`config.mk`:
```
export PLATFORM = sky130hd
export DESIGN_NAME = debug_tx_fifo_serializer_flat
export DESIGN_NICKNAME = d
export VERILOG_FILES = /design/src/rtl/debug_tx_fifo_serializer_if.sv /design/src/rtl/debug_tx_fifo_serializer.sv /design/src/flat_wrapper.sv
export SDC_FILE = /design/constraint.sdc
export NUM_CORES = 2
export LEC_CHECK = 0
export ABC_AREA = 1
export ABC_CLOCK_PERIOD_IN_PS = 10500
export CORE_ASPECT_RATIO = 1.25
export CORE_UTILIZATION = 25
export DETAILED_ROUTE_END_ITERATION = 10
export GPL_TIMING_DRIVEN = 0
export PLACE_DENSITY = 0.37
export SYNTH_ARGS = -nofsm -noshare
export SYNTH_HDL_FRONTEND = slang
export SYNTH_SLANG_ARGS = --single-unit
```
`constraint.sdc`:
```
create_clock -name i_clk -period 10.5 [get_ports i_clk]
set_input_delay 3.15 -clock i_clk [delete_from_list [all_inputs] [get_ports i_clk]]
set_output_delay 3.15 -clock i_clk [all_outputs]
set_load 0.01 [all_outputs]
```
`src/rtl/debug_tx_fifo_serializer_if.sv`:
```
// debug_tx_fifo_serializer_if: word-write / byte-stream handshake and status bundle for the debug TX buffer
interface debug_tx_fifo_serializer_if #(
  parameter int DATA_WIDTH = 32,
  parameter int FIFO_DEPTH = 75
);
  localparam int CW = $clog2(FIFO_DEPTH + 1);
  logic                  i_wr_en;
  logic [DATA_WIDTH-1:0] i_wr_data;
  logic                  i_clr_overflow;
  logic                  i_tx_ready;
  logic [7:0]            o_tx_byte;
  logic                  o_tx_valid;
  logic                  o_full;
  logic                  o_almost_full;
  logic                  o_overflow;
  logic [CW-1:0]         o_count;
  logic                  o_empty;
  logic                  o_busy;
  modport slave (
    input  i_wr_en, i_wr_data, i_clr_overflow, i_tx_ready,
    output o_tx_byte, o_tx_valid, o_full, o_almost_full, o_overflow, o_count, o_empty, o_busy
  );
  modport master (
    output i_wr_en, i_wr_data, i_clr_overflow, i_tx_ready,
    input  o_tx_byte, o_tx_valid, o_full, o_almost_full, o_overflow, o_count, o_empty, o_busy
  );
endinterface

```
`src/rtl/debug_tx_fifo_serializer.sv`:
```
// debug_tx_fifo_serializer: circular word FIFO feeding a byte serialiser with valid/ready output
module debug_tx_fifo_serializer #(
  parameter int DATA_WIDTH   = 32,
  parameter int FIFO_DEPTH   = 75,
  parameter int AF_THRESHOLD = FIFO_DEPTH - 4,
  parameter bit LSB_FIRST    = 1'b1
) (
  input logic i_clk,
  input logic i_reset,
  debug_tx_fifo_serializer_if.slave bus
);
  localparam int BYTES = DATA_WIDTH / 8;
  localparam int AW    = $clog2(FIFO_DEPTH);
  localparam int CW    = $clog2(FIFO_DEPTH + 1);
  localparam int IW    = BYTES > 1 ? $clog2(BYTES) : 1;
  typedef enum logic {IDLE, SEND} state_t;
  state_t                r_state, w_next;
  logic [DATA_WIDTH-1:0] r_mem [FIFO_DEPTH];
  logic [AW-1:0]         r_wr_ptr, r_rd_ptr;
  logic [CW-1:0]         r_count;
  logic [DATA_WIDTH-1:0] r_shift;
  logic [IW-1:0]         r_idx;
  logic                  r_overflow;
  logic                  w_full, w_accept, w_hs, w_last, w_pop;
  assign w_full   = r_count == CW'(FIFO_DEPTH);
  assign w_accept = bus.i_wr_en && !w_full;
  assign w_hs     = r_state == SEND && bus.i_tx_ready;
  assign w_last   = r_idx == IW'(BYTES - 1);
  // Popping on the last handshake chains words back-to-back without an idle cycle
  always_comb begin
    w_pop  = (r_state == IDLE || (w_hs && w_last)) && r_count != '0;
    w_next = w_pop ? SEND : (r_state == SEND && !(w_hs && w_last)) ? SEND : IDLE;
  end
  always_ff @(posedge i_clk) begin
    if (i_reset) r_state <= IDLE;
    else r_state <= w_next;
  end
  always_ff @(posedge i_clk) begin
    if (i_reset) begin
      r_wr_ptr   <= '0;
      r_rd_ptr   <= '0;
      r_count    <= '0;
      r_shift    <= '0;
      r_idx      <= '0;
      r_overflow <= 1'b0;
    end else begin
      if (w_accept) r_wr_ptr <= r_wr_ptr == AW'(FIFO_DEPTH - 1) ? '0 : r_wr_ptr + AW'(1);
      if (w_pop) r_rd_ptr <= r_rd_ptr == AW'(FIFO_DEPTH - 1) ? '0 : r_rd_ptr + AW'(1);
      r_count    <= r_count + CW'(w_accept) - CW'(w_pop);
      r_overflow <= (bus.i_wr_en && w_full) || (r_overflow && !bus.i_clr_overflow);
      if (w_pop) begin
        r_shift <= r_mem[r_rd_ptr];
        r_idx   <= '0;
      end else if (w_hs && !w_last) begin
        r_shift <= LSB_FIRST ? r_shift >> 8 : r_shift << 8;
        r_idx   <= r_idx + IW'(1);
      end
    end
  end
  always_ff @(posedge i_clk) begin
    if (w_accept && !i_reset) r_mem[r_wr_ptr] <= bus.i_wr_data;
  end
  assign bus.o_tx_valid    = r_state == SEND;
  assign bus.o_tx_byte     = r_state == SEND ? (LSB_FIRST ? r_shift[7:0] : r_shift[DATA_WIDTH-1 -: 8]) : 8'h00;
  assign bus.o_full        = w_full;
  assign bus.o_almost_full = r_count >= CW'(AF_THRESHOLD);
  assign bus.o_overflow    = r_overflow;
  assign bus.o_count       = r_count;
  assign bus.o_empty       = r_count == '0 && r_state == IDLE;
  assign bus.o_busy        = r_state == SEND;
endmodule

```
`src/flat_wrapper.sv`:
```
// flat-port wrapper written by rule: the top's interface ports become plain ports
module debug_tx_fifo_serializer_flat 
#(
  parameter int DATA_WIDTH   = 32,
  parameter int FIFO_DEPTH   = 75,
  parameter int AF_THRESHOLD = FIFO_DEPTH - 4,
  parameter bit LSB_FIRST    = 1'b1
)
  (i_clk, i_reset, bus_i_wr_en, bus_i_wr_data, bus_i_clr_overflow, bus_i_tx_ready, bus_o_tx_byte, bus_o_tx_valid, bus_o_full, bus_o_almost_full, bus_o_overflow, bus_o_count, bus_o_empty, bus_o_busy);
  debug_tx_fifo_serializer_if #(.DATA_WIDTH(DATA_WIDTH), .FIFO_DEPTH(FIFO_DEPTH)) bus_i ();
  input logic i_clk;
  input logic i_reset;
  input wire logic [$bits(bus_i.i_wr_en)-1:0] bus_i_wr_en;
  input wire logic [$bits(bus_i.i_wr_data)-1:0] bus_i_wr_data;
  input wire logic [$bits(bus_i.i_clr_overflow)-1:0] bus_i_clr_overflow;
  input wire logic [$bits(bus_i.i_tx_ready)-1:0] bus_i_tx_ready;
  output wire logic [$bits(bus_i.o_tx_byte)-1:0] bus_o_tx_byte;
  output wire logic [$bits(bus_i.o_tx_valid)-1:0] bus_o_tx_valid;
  output wire logic [$bits(bus_i.o_full)-1:0] bus_o_full;
  output wire logic [$bits(bus_i.o_almost_full)-1:0] bus_o_almost_full;
  output wire logic [$bits(bus_i.o_overflow)-1:0] bus_o_overflow;
  output wire logic [$bits(bus_i.o_count)-1:0] bus_o_count;
  output wire logic [$bits(bus_i.o_empty)-1:0] bus_o_empty;
  output wire logic [$bits(bus_i.o_busy)-1:0] bus_o_busy;
  assign bus_i.i_wr_en = bus_i_wr_en;
  assign bus_i.i_wr_data = bus_i_wr_data;
  assign bus_i.i_clr_overflow = bus_i_clr_overflow;
  assign bus_i.i_tx_ready = bus_i_tx_ready;
  assign bus_o_tx_byte = bus_i.o_tx_byte;
  assign bus_o_tx_valid = bus_i.o_tx_valid;
  assign bus_o_full = bus_i.o_full;
  assign bus_o_almost_full = bus_i.o_almost_full;
  assign bus_o_overflow = bus_i.o_overflow;
  assign bus_o_count = bus_i.o_count;
  assign bus_o_empty = bus_i.o_empty;
  assign bus_o_busy = bus_i.o_busy;
  debug_tx_fifo_serializer #(.DATA_WIDTH(DATA_WIDTH), .FIFO_DEPTH(FIFO_DEPTH), .AF_THRESHOLD(AF_THRESHOLD), .LSB_FIRST(LSB_FIRST)) u_core (.i_clk(i_clk), .i_reset(i_reset), .bus(bus_i));
endmodule
```
==> flow_summary.yaml <==
clock_tree:
  cts_buffers: 272
  cts_sinks: 2464
  clockBufferDepth: 4
  htree_levels: 5
  postCtsSetupBuffers: 0
  cts-resized-gates: 0
  root_buffer: "clkbuf_16"
  holdBufCountCts: 0
  clk_latency_ns: 0.90
  clk_pin_slew_ns: 0.06
  tritoncts: "built"
critical_path:
  crit_fanout: 20
  start_kind: "input port"
  critPathKind: "in2reg"
  cp.required_ns: 11.05
  endpoint_kind: "register"
  cp_data_arrival_time_ns: 6.74
timing:
  whs_ns: 0.476
  setup_viol: 0
  hold_viol: 0
  skew_ns: 0.0513
  relSlewSlack_pct: -4.08
  slew_violations: 22
  finalSetupTns_ns: 0
  fin_crit_sh_pct: 58.9
  rsz0062_at_grt: "false"
  fin_crit_ns: 6.18
  worstMarginPinSlew_ns: 1.56
  fmax_mhz: 162
floorplan:
  coreArea_sq_mm: 0.395
  floorplan.rows: 258
  ios: 58
  start_util_pct: 25.2
  fp.dieH_microns: 707
  die-area_sq_mm: 0.400
  die_w_microns: 566
layout:
  drive_gt1_share_pct: 11.8
  nNetsFinal: 8691
  final_cells: 14100
  post-route-util_pct: 30.1
  fin_area_sq_mm: 0.119
  syn2layout_area_growth_pct: 19.7
global_route:
  grt_pass1_vias: 66600
  grt_util_all_layers_pct: 22.5
  grt_pass1_wl_microns: 610000
  antenna_found_initial: 46
  grt_overflow: 0
  grt_max_degree: 76
placement:
  dp_hpwl_microns: 327000
  gp_congestion: 1.03
  placed_cell_area_sq_mm: 0.111
  dp.cells: 13600
  portBuffers: 56
synthesis:
  yosys.area.top_type: "edfxtp_1"
  async_flop_share_pct: 0
  synth.area.top_cells: "edfxtp_1, nand3_1, nand2_1"
  synth-seq-area-share_pct: 73.7
  netlist.area_leader.share_pct: 72.5
  synth_area_sq_mm: 0.0995
  synth.net_count: 8201
  synth_cell_type_count: 40
  yosysWarnings: 0
  synth_seq_cells: 2464
  avgSynthCellArea_sq_um: 12.2
  synth_cells: 8144
  synth-edff-count: 2400
  synth-main-ff-cell: "edfxtp_1"
flow_run:
  max_cap_violations: 2
status:
  outcome: "finished, violations left"
  violations: "max-capacitance violations, max-slew violations"
power:
  total_leakage_power_nw: 40.6
  power.density_mw_per_mm2: 228
  vdd_drop_max_uv: 113
min_path:
  min_path_type: "reg2reg"
drt:
  vias_per_cell: 4.91
  ant_nets: 0
  drt-wirelength-per-cell_microns: 32.9
  drt_iter0_drc: 7521
  num_vias: 69000
  drc: 0
  dr.pass1.iters: 5
  wl_microns: 462000
==> metal layers <==
metal | share of wire [%] | track usage [%]
met5 | 0.0061 | 0
met2 | 49 | 39.0
met4 | 5.1 | 10.4
met1 | 40 | 27.6
met3 | 5.8 | 3.33
==> cell type report <==
class                   instances  area [sq um]
flip-flops and latches       2464         73400
repair buffers                216          4200
well taps                    5200          6510
fillers                     39900        276000
diodes                         21          52.6
clock buffers                 350          7340
multi-input cells            5082         23200
plain buffers                 542          3270
inverters                      56           210
clock inverters               120           917
==> cells in the final DEF (no fill, tap or decap), drive strengths merged <==
| master | netlist | routed |
|---|---|---|
| o22ai | 30 | 30 |
| nand2 | 2294 | 2294 |
| a31oi | 3 | 3 |
| o31ai | 1 | 1 |
| clkbuf | 122 | 472 |
| nand3 | 2012 | 2012 |
| xnor2 | 1 | 1 |
| diode | 0 | 21 |
| o211ai | 67 | 67 |
| inv | 52 | 58 |
| clkdlybuf4s50 | 0 | 24 |
| and3 | 3 | 3 |
| o21ai | 187 | 187 |
| a211oi | 1 | 1 |
| nor3 | 12 | 12 |
| clkinv | 4 | 101 |
| or2 | 1 | 1 |
| a21oi | 108 | 108 |
| nand4 | 5 | 5 |
| nor2 | 332 | 332 |
| buf | 420 | 612 |
| bufinv | 0 | 11 |
| dfxtp | 64 | 64 |
| fa | 1 | 1 |
| ha | 19 | 19 |
| o32ai | 2 | 2 |
| o21bai | 3 | 3 |
| clkinvlp | 0 | 6 |
| edfxtp | 2400 | 2400 |
==> per-stage QoR <==
stage / worst slack [ns] / power [mW]
detailed placement: 3.15 / 18.0
global route: 4.39 / 27.9
global placement: -0.0194 / 18.0
floorplan: 4.71 / 14.5
CTS: 4.11 / 27.3
finish: 4.32 / 27.1
==> cell families (layout without fill, tap and decap cells) <==
kind of cell    Yosys count  after routing  share of synthesized area (%)
compound gates          402            402                           2.30
fa+ha+maj                20             20                          0.259
flops                  2464           2464                           73.7
buf+inv                 598           1284                           3.49
simple gates           4659           4659                           20.2
other cells               0             21                              0
xor+xnor                  1              1                        0.00881
==> Yosys cell counts, types with 12 or more instances <==
| library cell | count |
|---|---|
| o21ai_1 | 32 |
| a21oi_2 | 12 |
| nor2_1 | 329 |
| buf_6 | 100 |
| buf_1 | 40 |
| buf_2 | 249 |
| edfxtp_1 | 2400 |
| clkbuf_1 | 119 |
| dfxtp_1 | 64 |
| o211ai_1 | 67 |
| ha_1 | 19 |
| nand3_1 | 2008 |
| nand2_1 | 2294 |
| buf_4 | 26 |
| o21ai_0 | 154 |
| inv_1 | 47 |
| a21oi_1 | 96 |
| o22ai_1 | 30 |
==> state kept, by name, indices dropped and copies added (netlist names), named ones only <==
register,flops
u_core.bus.o_overflow,1
u_core.r_rd_ptr,7
u_core.bus.o_count,7
u_core.r_wr_ptr,7
u_core.r_mem,2400
u_core.bus.o_busy,1
u_core.r_idx,2
u_core.r_shift,32
==> report_power, final <==
part,internal (mW),total [mW],switching (mW)
combinational,1.65,6.88,5.24
clock,5.21,9.32,4.11
sequential,10.9,10.9,0.0471
total,17.7,27.1,9.40
==> final timing paths <==
path                               end  depth (start not counted)  slack, ns            start
setup / recovery  u_core.r_mem[58][26]                          8       4.32      bus_i_wr_en
hold / removal         u_core.r_idx[1]                          2       0.48  u_core.r_idx[1]
setup reg to reg    u_core.r_shift[17]                         11       5.41         register
hold reg to reg        u_core.r_idx[1]                          2       0.48  u_core.r_idx[1]
==> critical path: stages <==
cell	delay, ns
clkdlybuf4s50_1	0.46
inv_1	0.07
nor2_4	0.36
inv_1	0.15
nor3_2	0.34
nand3_2	0.71
nor2_4	1.12
buf_12	0.29
Note: power is estimated with default switching activity, not from simulation.
